## src/rtl/dma_controller_if.sv

```systemverilog
// Signal bundle of the DMA controller: CPU command, bus arbitration,
// device block port and memory write port.
interface dma_controller_if #(
  parameter int WORD_SIZE   = 16,
  parameter int BLOCK_WORDS = 4
);
  logic                              cmd_valid;
  logic [15:0]                       cmd_addr;
  logic [1:0]                        cmd_length;
  logic                              BR;
  logic                              BG;
  logic [1:0]                        offset;
  logic [BLOCK_WORDS*WORD_SIZE-1:0]  dev_data;
  logic                              mem_write;
  logic [15:0]                       mem_addr;
  logic [WORD_SIZE-1:0]              mem_data;
  logic                              mem_ready;
  logic                              busy;
  logic                              dma_end;

  // DMA controller side
  modport master (
    input  cmd_valid, cmd_addr, cmd_length, BG, dev_data, mem_ready,
    output BR, offset, mem_write, mem_addr, mem_data, busy, dma_end
  );

  // CPU / device / memory side
  modport slave (
    output cmd_valid, cmd_addr, cmd_length, BG, dev_data, mem_ready,
    input  BR, offset, mem_write, mem_addr, mem_data, busy, dma_end
  );
endinterface

```

## src/rtl/dma_controller.sv

```systemverilog
// Cycle-stealing DMA controller: fetches device blocks one at a time and
// writes them word by word (most significant word first) into memory,
// releasing the bus between blocks.
module dma_controller #(
  parameter int WORD_SIZE   = 16,
  parameter int BLOCK_WORDS = 4,
  parameter int MAX_BLOCKS  = 3
) (
  input  logic             clk,
  input  logic             reset,
  dma_controller_if.master bus
);
  localparam int BLOCK_BITS = BLOCK_WORDS * WORD_SIZE;
  localparam int WORD_IDX_W = (BLOCK_WORDS > 1) ? $clog2(BLOCK_WORDS) : 1;
  localparam logic [WORD_IDX_W-1:0] LAST_WORD = WORD_IDX_W'(BLOCK_WORDS - 1);
  localparam logic [1:0] LEN_CAP = (MAX_BLOCKS > 3) ? 2'd3 : 2'(MAX_BLOCKS);

  typedef enum logic [2:0] {IDLE, REQ, XFER, REL, DONE} state_t;

  state_t                 state_reg, state_next;
  logic [15:0]            base_reg, base_next;
  logic [1:0]             len_reg, len_next;
  logic [1:0]             blk_reg, blk_next;
  logic [WORD_IDX_W-1:0]  word_reg, word_next;
  logic [BLOCK_BITS-1:0]  buffer_reg, buffer_next;
  logic [1:0]             len_cmd;
  logic [15:0]            word_addr;
  logic [WORD_SIZE-1:0]   buffer_words [BLOCK_WORDS];

  // Word k of the buffered block sits at the k-th slice from the top.
  generate
    for (genvar gi = 0; gi < BLOCK_WORDS; gi++) begin : g_word
      assign buffer_words[gi] = buffer_reg[WORD_SIZE*(BLOCK_WORDS-1-gi) +: WORD_SIZE];
    end
  endgenerate

  // Memory address of the current word, 16-bit wrap-around.
  assign word_addr = base_reg + 16'(blk_reg) * 16'(BLOCK_WORDS) + 16'(word_reg);

  // Requested block count, never more than the device holds.
  always_comb begin
    len_cmd = bus.cmd_length;
    if (bus.cmd_length > LEN_CAP) len_cmd = LEN_CAP;
  end

  // State and transfer context registers.
  always_ff @(posedge clk) begin
    if (reset) begin
      state_reg  <= IDLE;
      base_reg   <= '0;
      len_reg    <= '0;
      blk_reg    <= '0;
      word_reg   <= '0;
      buffer_reg <= '0;
    end else begin
      state_reg  <= state_next;
      base_reg   <= base_next;
      len_reg    <= len_next;
      blk_reg    <= blk_next;
      word_reg   <= word_next;
      buffer_reg <= buffer_next;
    end
  end

  // Next-state logic and state-decoded outputs; mem_write follows BG so a
  // withdrawn grant pauses the transfer within the same cycle.
  always_comb begin
    state_next    = state_reg;
    base_next     = base_reg;
    len_next      = len_reg;
    blk_next      = blk_reg;
    word_next     = word_reg;
    buffer_next   = buffer_reg;
    bus.BR        = 1'b0;
    bus.offset    = 2'b11;
    bus.mem_write = 1'b0;
    bus.mem_addr  = '0;
    bus.mem_data  = '0;
    bus.busy      = 1'b0;
    bus.dma_end   = 1'b0;

    case (state_reg)
      IDLE: begin
        if (bus.cmd_valid) begin
          base_next  = bus.cmd_addr;
          len_next   = len_cmd;
          blk_next   = '0;
          word_next  = '0;
          state_next = (len_cmd == 2'd0) ? DONE : REQ;
        end
      end
      REQ: begin
        bus.busy   = 1'b1;
        bus.BR     = 1'b1;
        bus.offset = blk_reg;
        if (bus.BG) begin
          buffer_next = bus.dev_data;
          word_next   = '0;
          state_next  = XFER;
        end
      end
      XFER: begin
        bus.busy      = 1'b1;
        bus.BR        = 1'b1;
        bus.offset    = blk_reg;
        bus.mem_write = bus.BG;
        bus.mem_addr  = word_addr;
        bus.mem_data  = buffer_words[word_reg];
        if (bus.BG && bus.mem_ready) begin
          if (word_reg == LAST_WORD) begin
            word_next  = '0;
            blk_next   = blk_reg + 2'd1;
            state_next = REL;
          end else begin
            word_next = word_reg + 1'b1;
          end
        end
      end
      REL: begin
        bus.busy = 1'b1;
        if (!bus.BG) state_next = (blk_reg < len_reg) ? REQ : DONE;
      end
      DONE: begin
        bus.dma_end = 1'b1;
        state_next  = IDLE;
      end
      default: state_next = IDLE;
    endcase
  end
endmodule

```

## src/flat_wrapper.sv

```systemverilog
// flat-port wrapper written by rule: the top's interface ports become plain ports
module dma_controller_flat 
#(
  parameter int WORD_SIZE   = 16,
  parameter int BLOCK_WORDS = 4,
  parameter int MAX_BLOCKS  = 3
)
  (clk, reset, bus_cmd_valid, bus_cmd_addr, bus_cmd_length, bus_BG, bus_dev_data, bus_mem_ready, bus_BR, bus_offset, bus_mem_write, bus_mem_addr, bus_mem_data, bus_busy, bus_dma_end);
  dma_controller_if #(.WORD_SIZE(WORD_SIZE), .BLOCK_WORDS(BLOCK_WORDS)) bus_i ();
  input  logic clk;
  input  logic reset;
  input wire logic [$bits(bus_i.cmd_valid)-1:0] bus_cmd_valid;
  input wire logic [$bits(bus_i.cmd_addr)-1:0] bus_cmd_addr;
  input wire logic [$bits(bus_i.cmd_length)-1:0] bus_cmd_length;
  input wire logic [$bits(bus_i.BG)-1:0] bus_BG;
  input wire logic [$bits(bus_i.dev_data)-1:0] bus_dev_data;
  input wire logic [$bits(bus_i.mem_ready)-1:0] bus_mem_ready;
  output wire logic [$bits(bus_i.BR)-1:0] bus_BR;
  output wire logic [$bits(bus_i.offset)-1:0] bus_offset;
  output wire logic [$bits(bus_i.mem_write)-1:0] bus_mem_write;
  output wire logic [$bits(bus_i.mem_addr)-1:0] bus_mem_addr;
  output wire logic [$bits(bus_i.mem_data)-1:0] bus_mem_data;
  output wire logic [$bits(bus_i.busy)-1:0] bus_busy;
  output wire logic [$bits(bus_i.dma_end)-1:0] bus_dma_end;
  assign bus_i.cmd_valid = bus_cmd_valid;
  assign bus_i.cmd_addr = bus_cmd_addr;
  assign bus_i.cmd_length = bus_cmd_length;
  assign bus_i.BG = bus_BG;
  assign bus_i.dev_data = bus_dev_data;
  assign bus_i.mem_ready = bus_mem_ready;
  assign bus_BR = bus_i.BR;
  assign bus_offset = bus_i.offset;
  assign bus_mem_write = bus_i.mem_write;
  assign bus_mem_addr = bus_i.mem_addr;
  assign bus_mem_data = bus_i.mem_data;
  assign bus_busy = bus_i.busy;
  assign bus_dma_end = bus_i.dma_end;
  dma_controller #(.WORD_SIZE(WORD_SIZE), .BLOCK_WORDS(BLOCK_WORDS), .MAX_BLOCKS(MAX_BLOCKS)) u_core (.clk(clk), .reset(reset), .bus(bus_i));
endmodule
```

## config.mk

```make
export PLATFORM = sky130hd
export DESIGN_NAME = dma_controller_flat
export DESIGN_NICKNAME = d
export VERILOG_FILES = /design/src/rtl/dma_controller_if.sv /design/src/rtl/dma_controller.sv /design/src/flat_wrapper.sv
export SDC_FILE = /design/constraint.sdc
export NUM_CORES = 1
export LEC_CHECK = 0
export BUFFER_PORTS_ARGS = -buffer_cell sky130_fd_sc_hd__buf_2
export CAP_MARGIN = 40
export CELL_PAD_IN_SITES_DETAIL_PLACEMENT = 2
export CELL_PAD_IN_SITES_GLOBAL_PLACEMENT = 2
export CORE_MARGIN = 10
export CORE_UTILIZATION = 31
export CTS_CLUSTER_DIAMETER = 120
export CTS_CLUSTER_SIZE = 24
export DETAILED_ROUTE_END_ITERATION = 10
export PLACE_DENSITY = 0.95
export SLEW_MARGIN = 30
export SYNTH_ARGS = -nofsm -noshare
export SYNTH_HDL_FRONTEND = slang
export SYNTH_SLANG_ARGS = --single-unit
```

## constraint.sdc

```tcl
create_clock -name clk -period 3.8 [get_ports clk]
set_input_delay 0 -clock clk [delete_from_list [all_inputs] [get_ports clk]]
set_output_delay 0 -clock clk [all_outputs]
set_load 0.1 [all_outputs]
```

==> key figures, run 1 <==
Timing
  – Final setup viols: 0
  – Pins Over Slew Limit: 0
  – Headroom to the max-slew limit: 53.2%
  – RSZ-0062 raised after global routing: false
  – Final Hold Vio Count: 0
  – Actual slew at the worst max-slew pin: 701 ps
  – Setup tns final: 0 ps
  – Final WS setup: 901 ps
  – Final worst path period share: 76.3%
  – Worst Skew: 9.28 ps
  – F_max: 345 MHz
  – Post-route minimum period: 2900 ps

Die
  – Die Wd: 138 µm
  – Initial Util: 31.3%
  – Core ar.: 0.0138 mm²
  – Die height: 138 µm
  – Cell row count: 43
  – IO Pins: 125
  – Die ar.: 0.0190 mm²

Power and ir drop
  – Power Dens Cells: 535 mW/mm²
  – Pleak: 2.52 nW
  – Largest vdd supply drop: 0.230 mV
  – Total power: 3.38 mW

Synthesis
  – Number of synthesized flops with an enable pin: 0
  – Synth Flop Type: dfxtp_1
  – Seq/Total Area, Yosys: 41.3%
  – Net Count, Synth: 629
  – Area leader, netlist: dfxtp_1
  – Top-count cell post-synth: nand2_1
  – Synth Area per Inst: 8.05 µm²
  – Distinct cells, synth: 47
  – Largest cells by area after synthesis: dfxtp_1 41%, nand2_1 15%, a21oi_1 11%, mux4_2 8.4%, and2_1 2.9%
  – Most frequent cells after synthesis: 174 x nand2_1, 95 x a21oi_1, 89 x dfxtp_1
  – Top-area cell type share of the netlist area: 41.3%
  – Synth Cell Area: 0.00431 mm²
  – Ys Warns: 0
  – Gate Count Post-Synth: 535
  – Post-synth ARST share: 0%
  – Yosys reg bits: 89

Setup path
  – CP max stage cell: or4_1
  – Crit path max fanout: 6
  – Largest stage delay, worst path: 570 ps
  – Cell Chain, Critical Path: ha_1, inv_1, fa_1, nand2b_1, a21o_1, or4_1, a21oi_2, buf_12
  – Setup CP Type: reg2out
  – Startpoint types: flop
  – CP arrival: 2900 ps
  – CP required: 3800 ps
  – Delay-heaviest family, CP: simple AND/OR/NAND/NOR gates
  – Worst Path Buf+Inv: 2
  – CP Capture Type: primary output

Routing
  – # DRC: 0
  – Routed WL: 22.8 mm
  – Number of vias per cell: 5.40
  – Initial DRC Count: 361
  – First-pass DRT Iterations: 5
  – Via count: 4944
  – ANT nets after route: 0
  – WL per Instance: 24.9 µm

Clocking
  – H-Tree Depth: 3
  – CTS Root Buffer Type: clkbuf_16
  – CTS Buf Count: 9
  – CTS sink count: 89
  – Clock Latency Late Sink: 350 ps
  – Maximum clock insertion buffer count: 2
  – Worst-path clk slew: 70 ps
  – CTS tree: yes
  – PostCTS Resize Cnt: 0

Min path
  – Min-Delay Path Class: in2reg

Placement
  – Gp weighted congestion: 0.851
  – Place WS: 1260 ps
  – Buffers on Ports: 124
  – HPWL Detailed: 12.3 mm

Layout
  – Proportion of layout cells with a drive suffix above 1: 24.2%
  – # fillers: 1498
  – Largest register FFs: 64
  – Area Overhead vs Synth: 46.8%
  – Nets: 820

GRT
  – Vias in the first global route: 5721
  – Largest net degree at the start of global routing: 65
  – Total track usage: 24.0%
  – Overflow after GRT: 0
  – First-pass GRT wire length: 34.3 mm
  – Initial antenna violation count: 5

Run status
  – Status: finished, final reports clean

Run
  – Max-cap violation count: 0
per-stage QoR:
step	utilization, %	hold slack, ps	area (µm²)	cells
2_1_floorplan	-	136	4320	535
3_3_place_gp	37.0	243	5090	808
3_5_place_dp	37.3	247	5140	811
4_1_cts	45.7	112	6300	909
5_1_grt	45.9	139	6330	916
6_report	45.9	124	6330	916
power by group:
part / total (mW) / internal, mW / switching, mW
Clock: 1.06 / 0.645 / 0.416
Sequential: 1.16 / 1.03 / 0.126
Combinational: 1.16 / 0.349 / 0.816
logic make-up after synthesis:
family,count (synthesis),share of synthesized area [%]
buffers and inverters,45,4.91
and+or+nand+nor,247,25.4
xor gates and xnor gates,6,1.22
DFF,89,41.3
AOI/OAI and AO/OA,121,15.6
adders and majority gates,7,2.21
muxes,20,9.35
worst paths after layout:
path                                            start                     to  depth (start not counted)  slack [ps]
worst min-delay path                            reset     u_core.word_reg[1]                          2         120
worst min register to register  u_core.buffer_reg[42]  u_core.buffer_reg[42]                          2         460
worst max register to register    u_core.state_reg[0]  u_core.buffer_reg[63]                          5        1380
worst max-delay path               u_core.base_reg[0]       bus_mem_addr[14]                          8         900
repair_timing:
action,4_1_cts,5_1_grt
hold buffers,82,0
endpoints found under the hold margin,82,0
setup buffers,0,0
per-layer routing:
layer	global-route usage [%]	part of all wire [%]	vias up
met5	0	0.074	-
met4	11.3	3.7	2
met3	6.70	5.5	52
met2	43.6	53	192
met1	25.0	38	2495
li1	-	-	2203
final cells by class:
cell class                 count  area (µm²)  share of cell area [%]
multi-input combinational    401        2350                    37.2
antenna                        5        12.5                   0.198
clock buffer                  11         233                    3.68
inverter                       7        26.3                   0.415
tap                          180         225                    3.56
timing repair buffer         218        1590                    25.1
clock inverter                 5         104                    1.64
sequential                    89        1780                    28.2
cell usage in the layout, fill, tap and decap left out, drive strengths merged, types with 3 or more instances in the layout:
cell type and n:
nand2 175, buf 135, a21oi 95, dfxtp 89, dlygate4sd3 82, and2 20, nor2 17, mux4 16
clkbuf 12, inv 7, nand3 7, ha 6, diode 5, or4 5, a211oi 5, or3 5
xnor2 4, nand2b 4, and3 4, o31ai 4, o21ai 4, bufinv 3
No activity file was read; power rests on OpenSTA's default activity.
==> run 2: changes to the inputs <==
--- a/config.mk
+++ b/config.mk
@@ -10,11 +10,11 @@
 export CELL_PAD_IN_SITES_DETAIL_PLACEMENT = 2
 export CELL_PAD_IN_SITES_GLOBAL_PLACEMENT = 2
 export CORE_MARGIN = 10
-export CORE_UTILIZATION = 31
+export CORE_UTILIZATION = 26
 export CTS_CLUSTER_DIAMETER = 120
 export CTS_CLUSTER_SIZE = 24
 export DETAILED_ROUTE_END_ITERATION = 10
-export PLACE_DENSITY = 0.95
+export PLACE_DENSITY = 0.86
 export SLEW_MARGIN = 30
 export SYNTH_ARGS = -nofsm -noshare
 export SYNTH_HDL_FRONTEND = slang
==> constraint.sdc (replaced) <==
create_clock -name clk -period 2.48 [get_ports clk]
set_input_delay 0 -clock clk [delete_from_list [all_inputs] [get_ports clk]]
set_output_delay 0 -clock clk [all_outputs]
set_load 0.1 [all_outputs]
==> run 2 against run 1 <==
  * Sequential share of layout area down 1.7 points
  * Worst setup slack got worse by 830 ps
  * Critical path depth is the same
  * Final cell count rose by 4.7%
  * Power is 49% higher
  * Core utilization fell by 4.7 points
  * Clock skew shrank 0.86 ps
  * Register-to-register slack got worse by 920 ps
  * Sequential power increased by 51%
  * Critical path type unchanged
==> key figures, run 2 (same netlist as run 1, synthesis figures left out) <==
Run status
  – Status: finished, final reports clean (unchanged)

Routing
  – ANT nets after route: 0 (unchanged)
  – # DRC: 0 (unchanged)
  – WL per Instance: 21.2 µm (was 24.9 µm)
  – Initial DRC Count: 232 (was 361)
  – Via count: 4690 (was 4944)
  – Routed WL: 20.4 mm (was 22.8 mm)
  – First-pass DRT Iterations: 4 (was 5)
  – Number of vias per cell: 4.89 (was 5.40)

Die
  – Cell row count: 47 (was 43)
  – Initial Util: 26.3% (was 31.3%)
  – Die height: 149 µm (was 138 µm)
  – Die ar.: 0.0221 mm² (was 0.0190 mm²)
  – Die Wd: 149 µm (was 138 µm)
  – Core ar.: 0.0164 mm² (was 0.0138 mm²)
  – IO Pins: 125 (unchanged)

Power and ir drop
  – Pleak: 2.58 nW (was 2.52 nW)
  – Clk pwr share: 27.6% (was 31.3%)
  – Power Internal: 2.95 mW (was 2.03 mW)
  – Power Dens Cells: 746 mW/mm² (was 535 mW/mm²)
  – Seq pwr share: 34.7% (was 34.2%)
  – Largest vdd supply drop: 0.392 mV (was 0.230 mV)
  – Switching Share: 41.6% (was 40.1%)
  – Logic pwr share: 37.7% (was 34.4%)
  – Switching Power: 2.10 mW (was 1.36 mW)
  – Total power: 5.04 mW (was 3.38 mW)

Layout
  – Area Overhead vs Synth: 56.8% (was 46.8%)
  – Final Core Density: 41.2% (was 45.9%)
  – Most common cell after layout, fill and taps aside: nand2_1 (unchanged)
  – Non-filler cells, final: 959 (was 916)
  – Most frequent cells in the layout: 173 x nand2_1, 107 x buf_2, 90 x a21oi_1, 85 x dfxtp_1, 82 x dlygate4sd3_1 (was 174 x nand2_1, 122 x buf_2, 93 x a21oi_1, 89 x dfxtp_1, 82 x dlygate4sd3_1)
  – # fillers: 1780 (was 1498)
  – Largest register FFs: 64 (unchanged)
  – Area occupied by multi-input gates: 0.00249 mm² (was 0.00235 mm²)
  – Nets: 825 (was 820)
  – Reg area: 0.00179 mm² (was 0.00178 mm²)
  – Proportion of layout cells with a drive suffix above 1: 28.1% (was 24.2%)
  – Cell area after layout: 0.00676 mm² (was 0.00633 mm²)

Placement
  – DP Area: 0.00552 mm² (was 0.00514 mm²)
  – HPWL Detailed: 12.4 mm (was 12.3 mm)
  – Cells after DPL: 855 (was 811)
  – Buffers on Ports: 124 (unchanged)
  – Gp weighted congestion: 0.815 (was 0.851)

Setup path
  – CP required: 2480 ps (was 3800 ps)
  – CP Capture Type: primary output (unchanged)
  – CP arrival: 2410 ps (was 2900 ps)
  – Setup CP Type: reg2out (unchanged)
  – Startpoint types: flop (unchanged)
  – Crit path max fanout: 6 (unchanged)

Timing
  – Pins Over Slew Limit: 0 (unchanged)
  – Final setup viols: 0 (unchanged)
  – F_max: 414 MHz
  – Post-route minimum period: 2410 ps
  – Actual slew at the worst max-slew pin: 710 ps (was 701 ps)
  – Headroom to the max-slew limit: 52.6% (was 53.2%)
  – Final worst path period share: 97.3%
  – Worst Skew: 8.43 ps (was 9.28 ps)
  – Final Hold Vio Count: 0 (unchanged)

Clocking
  – Clock Latency Late Sink: 350 ps (about the same)
  – CTS Root Buffer Type: clkbuf_16 (unchanged)
  – Worst-path clk slew: 70 ps (about the same)
  – Maximum clock insertion buffer count: 2 (unchanged)
  – CTS Buf Count: 9 (unchanged)
  – H-Tree Depth: 3 (unchanged)
  – CTS sink count: 89 (unchanged)
  – CTS tree: yes (unchanged)

GRT
  – Overflow after GRT: 0 (unchanged)
  – Vias in the first global route: 5483 (was 5721)
  – First-pass GRT wire length: 32.0 mm (was 34.3 mm)
  – Initial antenna violation count: 3 (was 5)
  – Largest net degree at the start of global routing: 65 (unchanged)
  – Total track usage: 18.4% (was 24.0%)

Min path
  – Min-Delay Path Class: in2reg (unchanged)

Run
  – Max-cap violation count: 0 (unchanged)
==> run 2: changes by cell type in the layout (fill, tap and decap cells not counted), moves of 4 or more <==
cell | before | now
buf_2 | 122 | 107
nor2_1 | 17 | 12
a21oi_4 | 0 | 4
dfxtp_2 | 0 | 4
dfxtp_1 | 89 | 85
buf_4 | 8 | 13
buf_12 | 2 | 21
==> run 2: layout make-up <==
class | instances | area share (%)
inverters | 7 | 0.389
flip-flops and latches | 89 | 26.4
repair buffers | 223 | 27.7
multi-input cells | 401 | 36.9
clock buffers | 10 | 3.54
well taps | 220 | 4.07
diodes | 3 | 0.111
clock inverters | 6 | 0.833
==> run 2: worst paths after layout <==
| kind | start | end | slack [ps] | cells past startpoint |
|---|---|---|---|---|
| min | bus_cmd_valid | u_core.state_reg[1] | 130 | 4 |
| min reg2reg | u_core.buffer_reg[24] | u_core.buffer_reg[24] | 460 | 2 |
| max | u_core.word_reg[0] | bus_mem_addr[12] | 70 | 8 |
| max reg2reg | u_core.state_reg[0] | u_core.word_reg[1] | 460 | 5 |
==> run 2: routing by layer <==
metal | vias to the layer above | GRT usage (%) | part of all wire, % | routed length, µm
met4 | 0 | 5.64 | 2.1 | 425
met3 | 33 | 4.88 | 5.3 | 1070
met1 | 2317 | 19.5 | 38 | 7810
met2 | 123 | 34.6 | 54 | 11000
li1 | 2217 | - | - | -
met5 | - | 0 | 0 | 0
==> run 2: repair_timing <==
item / CTS / global route
resized for setup: 14 / 8
buffers inserted: 2 / 1
hold buffers: 82 / 0
pin swaps: 6 / 5
setup endpoints to repair: 5 / 5
hold endpoints to repair: 82 / 0
==> run 2: through the flow <==
stage	hold slack [ps]	setup slack [ps]	setup TNS (ps)
global route	140	-2.65	-2.65
detailed placement	251	63.9	0
floorplan	136	-239	-701
CTS	136	-1.98	-1.98
global placement	246	181	0
finish	134	66.0	0
==> run 2: critical path: stages, from the launching register on <==
cell and delay, ps:
dfxtp_2 360, ha_4 150, inv_2 40, fa_2 350, nand2b_4 160, a21o_4 220
or4_4 430, a21oi_4 170, buf_12 190
==> run 2: power by group through the flow <==
stage	Sequential [mW]	Clock, mW	Combinational, mW
after global routing	1.77	1.48	2.04
after global placement	1.75	0	1.70
after CTS	1.74	1.41	1.88
after floorplan	1.69	0	1.28
final	1.75	1.39	1.90
after detailed placement	1.76	0	1.76
==> run 3: changes to the inputs <==
--- a/config.mk
+++ b/config.mk
@@ -5,7 +5,7 @@
 export SDC_FILE = /design/constraint.sdc
 export NUM_CORES = 1
 export LEC_CHECK = 0
-export BUFFER_PORTS_ARGS = -buffer_cell sky130_fd_sc_hd__buf_2
+export BUFFER_PORTS_ARGS = -buffer_cell sky130_fd_sc_hd__buf_4
 export CAP_MARGIN = 40
 export CELL_PAD_IN_SITES_DETAIL_PLACEMENT = 2
 export CELL_PAD_IN_SITES_GLOBAL_PLACEMENT = 2
@@ -15,6 +15,7 @@
 export CTS_CLUSTER_SIZE = 24
 export DETAILED_ROUTE_END_ITERATION = 10
 export PLACE_DENSITY = 0.86
+export SETUP_SLACK_MARGIN = 0.5
 export SLEW_MARGIN = 30
 export SYNTH_ARGS = -nofsm -noshare
 export SYNTH_HDL_FRONTEND = slang
==> run 3 against run 2 <==
  * The flow now finishes with violations (setup timing)
  * Clock skew grew 2.6 ps
  * Sequential cell count unchanged
  * Worst hold slack worse by 37 ps
  * Fmax shrank 3.1%
  * Largest power group unchanged
  * Global-route usage grew 0.39 points
  * First-iteration DRC count shrank 35%
  * Core utilization up 3.0 points
  * Non-clock buffer count rose by 11
  * Via count rose by 2.6%
  * Critical endpoint is now bus_mem_addr[8]
==> key figures, run 3 (same netlist as run 1, synthesis figures left out) <==
Layout
  – Most common cell after layout, fill and taps aside: nand2_1 (unchanged)
  – Area Overhead vs Synth: 68.2% (was 56.8%)
  – Cell area after layout: 0.00725 mm² (was 0.00676 mm²)
  – # fillers: 1712 (was 1780)
  – Most frequent cells in the layout: 172 x nand2_1, 129 x buf_4, 88 x a21oi_1, 82 x dlygate4sd3_1, 81 x dfxtp_1 (was 173 x nand2_1, 107 x buf_2, 90 x a21oi_1, 85 x dfxtp_1, 82 x dlygate4sd3_1)
  – Proportion of layout cells with a drive suffix above 1: 33.1% (was 28.1%)
  – Nets: 836 (was 825)
  – Largest register FFs: 64 (unchanged)

GRT
  – Largest net degree at the start of global routing: 65 (unchanged)
  – Overflow after GRT: 0 (unchanged)
  – Vias in the first global route: 5543 (was 5483)
  – Initial antenna violation count: 2 (was 3)
  – Total track usage: 18.8% (was 18.4%)
  – First-pass GRT wire length: 32.5 mm (was 32.0 mm)

Timing
  – Headroom to the max-slew limit: 52.8% (was 52.6%)
  – Post-route minimum period: 2490 ps (was 2410 ps)
  – RSZ-0062 raised after global routing: true
  – Final WS setup: -10.9 ps (was 66.0 ps)
  – Setup tns final: -28.9 ps (was 0 ps)
  – Final worst path period share: 100% (was 97.3%)
  – Pins Over Slew Limit: 0 (unchanged)
  – F_max: 401 MHz (was 414 MHz)
  – Final setup viols: 4 (was 0)
  – Worst Skew: 11.0 ps (was 8.43 ps)
  – Actual slew at the worst max-slew pin: 708 ps (was 710 ps)
  – Final Hold Vio Count: 0 (unchanged)

Run status
  – Failing checks: setup timing
  – Status: finished with violations (was finished, final reports clean)

Setup path
  – Startpoint types: flop (unchanged)
  – CP Launch Point: u_core.base_reg[0] (was u_core.word_reg[0])
  – R2r endpoint: u_core.state_reg[0] (was u_core.word_reg[1])
  – CP arrival: 2490 ps (was 2410 ps)
  – FF-to-FF path depth: 6 (was 5)
  – CP required: 2480 ps (about the same)
  – Crit path max fanout: 4 (was 6)
  – Worst R2R Start: u_core.word_reg[0] (was u_core.state_reg[0])
  – End of the critical path: bus_mem_addr[8] (was bus_mem_addr[12])
  – Setup CP Type: reg2out (unchanged)
  – R2r setup slk: 500 ps (was 460 ps)
  – CP Capture Type: primary output (unchanged)

Power and ir drop
  – Largest vdd supply drop: 0.885 mV (was 0.392 mV)
  – Pleak: 2.71 nW (was 2.58 nW)
  – Power Dens Cells: 710 mW/mm² (was 746 mW/mm²)

Die
  – Core ar.: 0.0164 mm² (unchanged)
  – Cell row count: 47 (unchanged)
  – IO Pins: 125 (unchanged)
  – Die ar.: 0.0221 mm² (unchanged)
  – Initial Util: 26.3% (unchanged)
  – Die Wd: 149 µm (unchanged)
  – Die height: 149 µm (unchanged)

Clocking
  – CTS Buf Count: 9 (unchanged)
  – CTS sink count: 89 (unchanged)
  – H-Tree Depth: 3 (unchanged)
  – CTS Root Buffer Type: clkbuf_16 (unchanged)
  – CTS tree: yes (unchanged)
  – Worst-path clk slew: 70 ps (about the same)
  – Clock Latency Late Sink: 350 ps (about the same)
  – Maximum clock insertion buffer count: 2 (unchanged)

Min path
  – Min-Delay Path Class: in2reg (unchanged)

Placement
  – Buffers on Ports: 124 (unchanged)
  – DP Area: 0.00566 mm² (was 0.00552 mm²)
  – Gp weighted congestion: 0.761 (was 0.815)
  – HPWL Detailed: 11.9 mm (was 12.4 mm)

Run
  – Max-cap violation count: 0 (unchanged)

Routing
  – Number of vias per cell: 4.97 (was 4.89)
  – WL per Instance: 23.2 µm (was 21.2 µm)
  – ANT nets after route: 0 (unchanged)
  – Routed WL: 22.5 mm (was 20.4 mm)
  – # DRC: 0 (unchanged)
  – Initial DRC Count: 150 (was 232)
  – Via count: 4813 (was 4690)
  – First-pass DRT Iterations: 4 (unchanged)
run 3: report_power, final:
part | total (mW) | leakage [nW] | switching, mW | internal (mW)
sequential | 1.72 | 0.727 | 0.134 | 1.59
combinational | 2.13 | 1.86 | 1.41 | 0.716
clock | 1.30 | 0.129 | 0.621 | 0.682
run 3: worst min-delay path by stage:
stage	end	start	depth (start not counted)	slack, ps
3_3_place_gp	u_core.buffer_reg[30]	bus_dev_data[30]	3	250
5_1_grt	u_core.buffer_reg[23]	reset	2	110
4_1_cts	u_core.buffer_reg[2]	reset	2	70
2_1_floorplan	u_core.buffer_reg[0]	bus_dev_data[0]	2	140
6_report	u_core.buffer_reg[21]	reset	2	100
3_5_place_dp	u_core.base_reg[14]	bus_cmd_addr[14]	3	260
run 3: cell type report:
| type | instances | area, µm² | share of cell area [%] |
|---|---|---|---|
| repair buffers | 234 | 2190 | 30.2 |
| inverters | 7 | 26.3 | 0.362 |
| clock buffers | 10 | 229 | 3.16 |
| well taps | 220 | 275 | 3.80 |
| clock inverters | 6 | 42.5 | 0.587 |
| flip-flops and latches | 89 | 1800 | 24.8 |
| multi-input cells | 401 | 2680 | 37.0 |
| diodes | 2 | 5.00 | 0.0690 |
run 3: per-layer routing:
layer	global-route usage [%]	share of wire (%)
met5	0	0
met4	6.67	3.1
met3	3.76	4.7
met2	35.8	55
met1	19.9	37
run 3: what timing repair did:
item	in CTS	in global routing
hold buffers	82	0
resized for setup	62	21
pin swaps	17	14
buffers inserted	9	8
endpoints found under the setup margin	31	35
cloned	0	0
endpoints found under the hold margin	82	0
run 3: critical path: stages (launching register included):
cell      delay, ps
dfxtp_2         350
ha_4            140
inv_2            50
fa_2            370
nand2b_4        180
buf_4           150
a211oi_1        330
xnor2_1         210
nor2_4          150
buf_8           210
run 3: per-stage QoR:
stage	util (%)	hold slack [ps]	setup slack [ps]	std cells	total power, mW
2_1_floorplan	-	136	157	535	3.02
3_3_place_gp	34.3	251	298	851	3.47
3_5_place_dp	34.5	262	220	852	3.55
4_1_cts	43.2	67.6	-34.2	959	5.05
5_1_grt	44.2	106	-61.8	969	5.40
6_report	44.2	96.8	-10.9	969	5.15
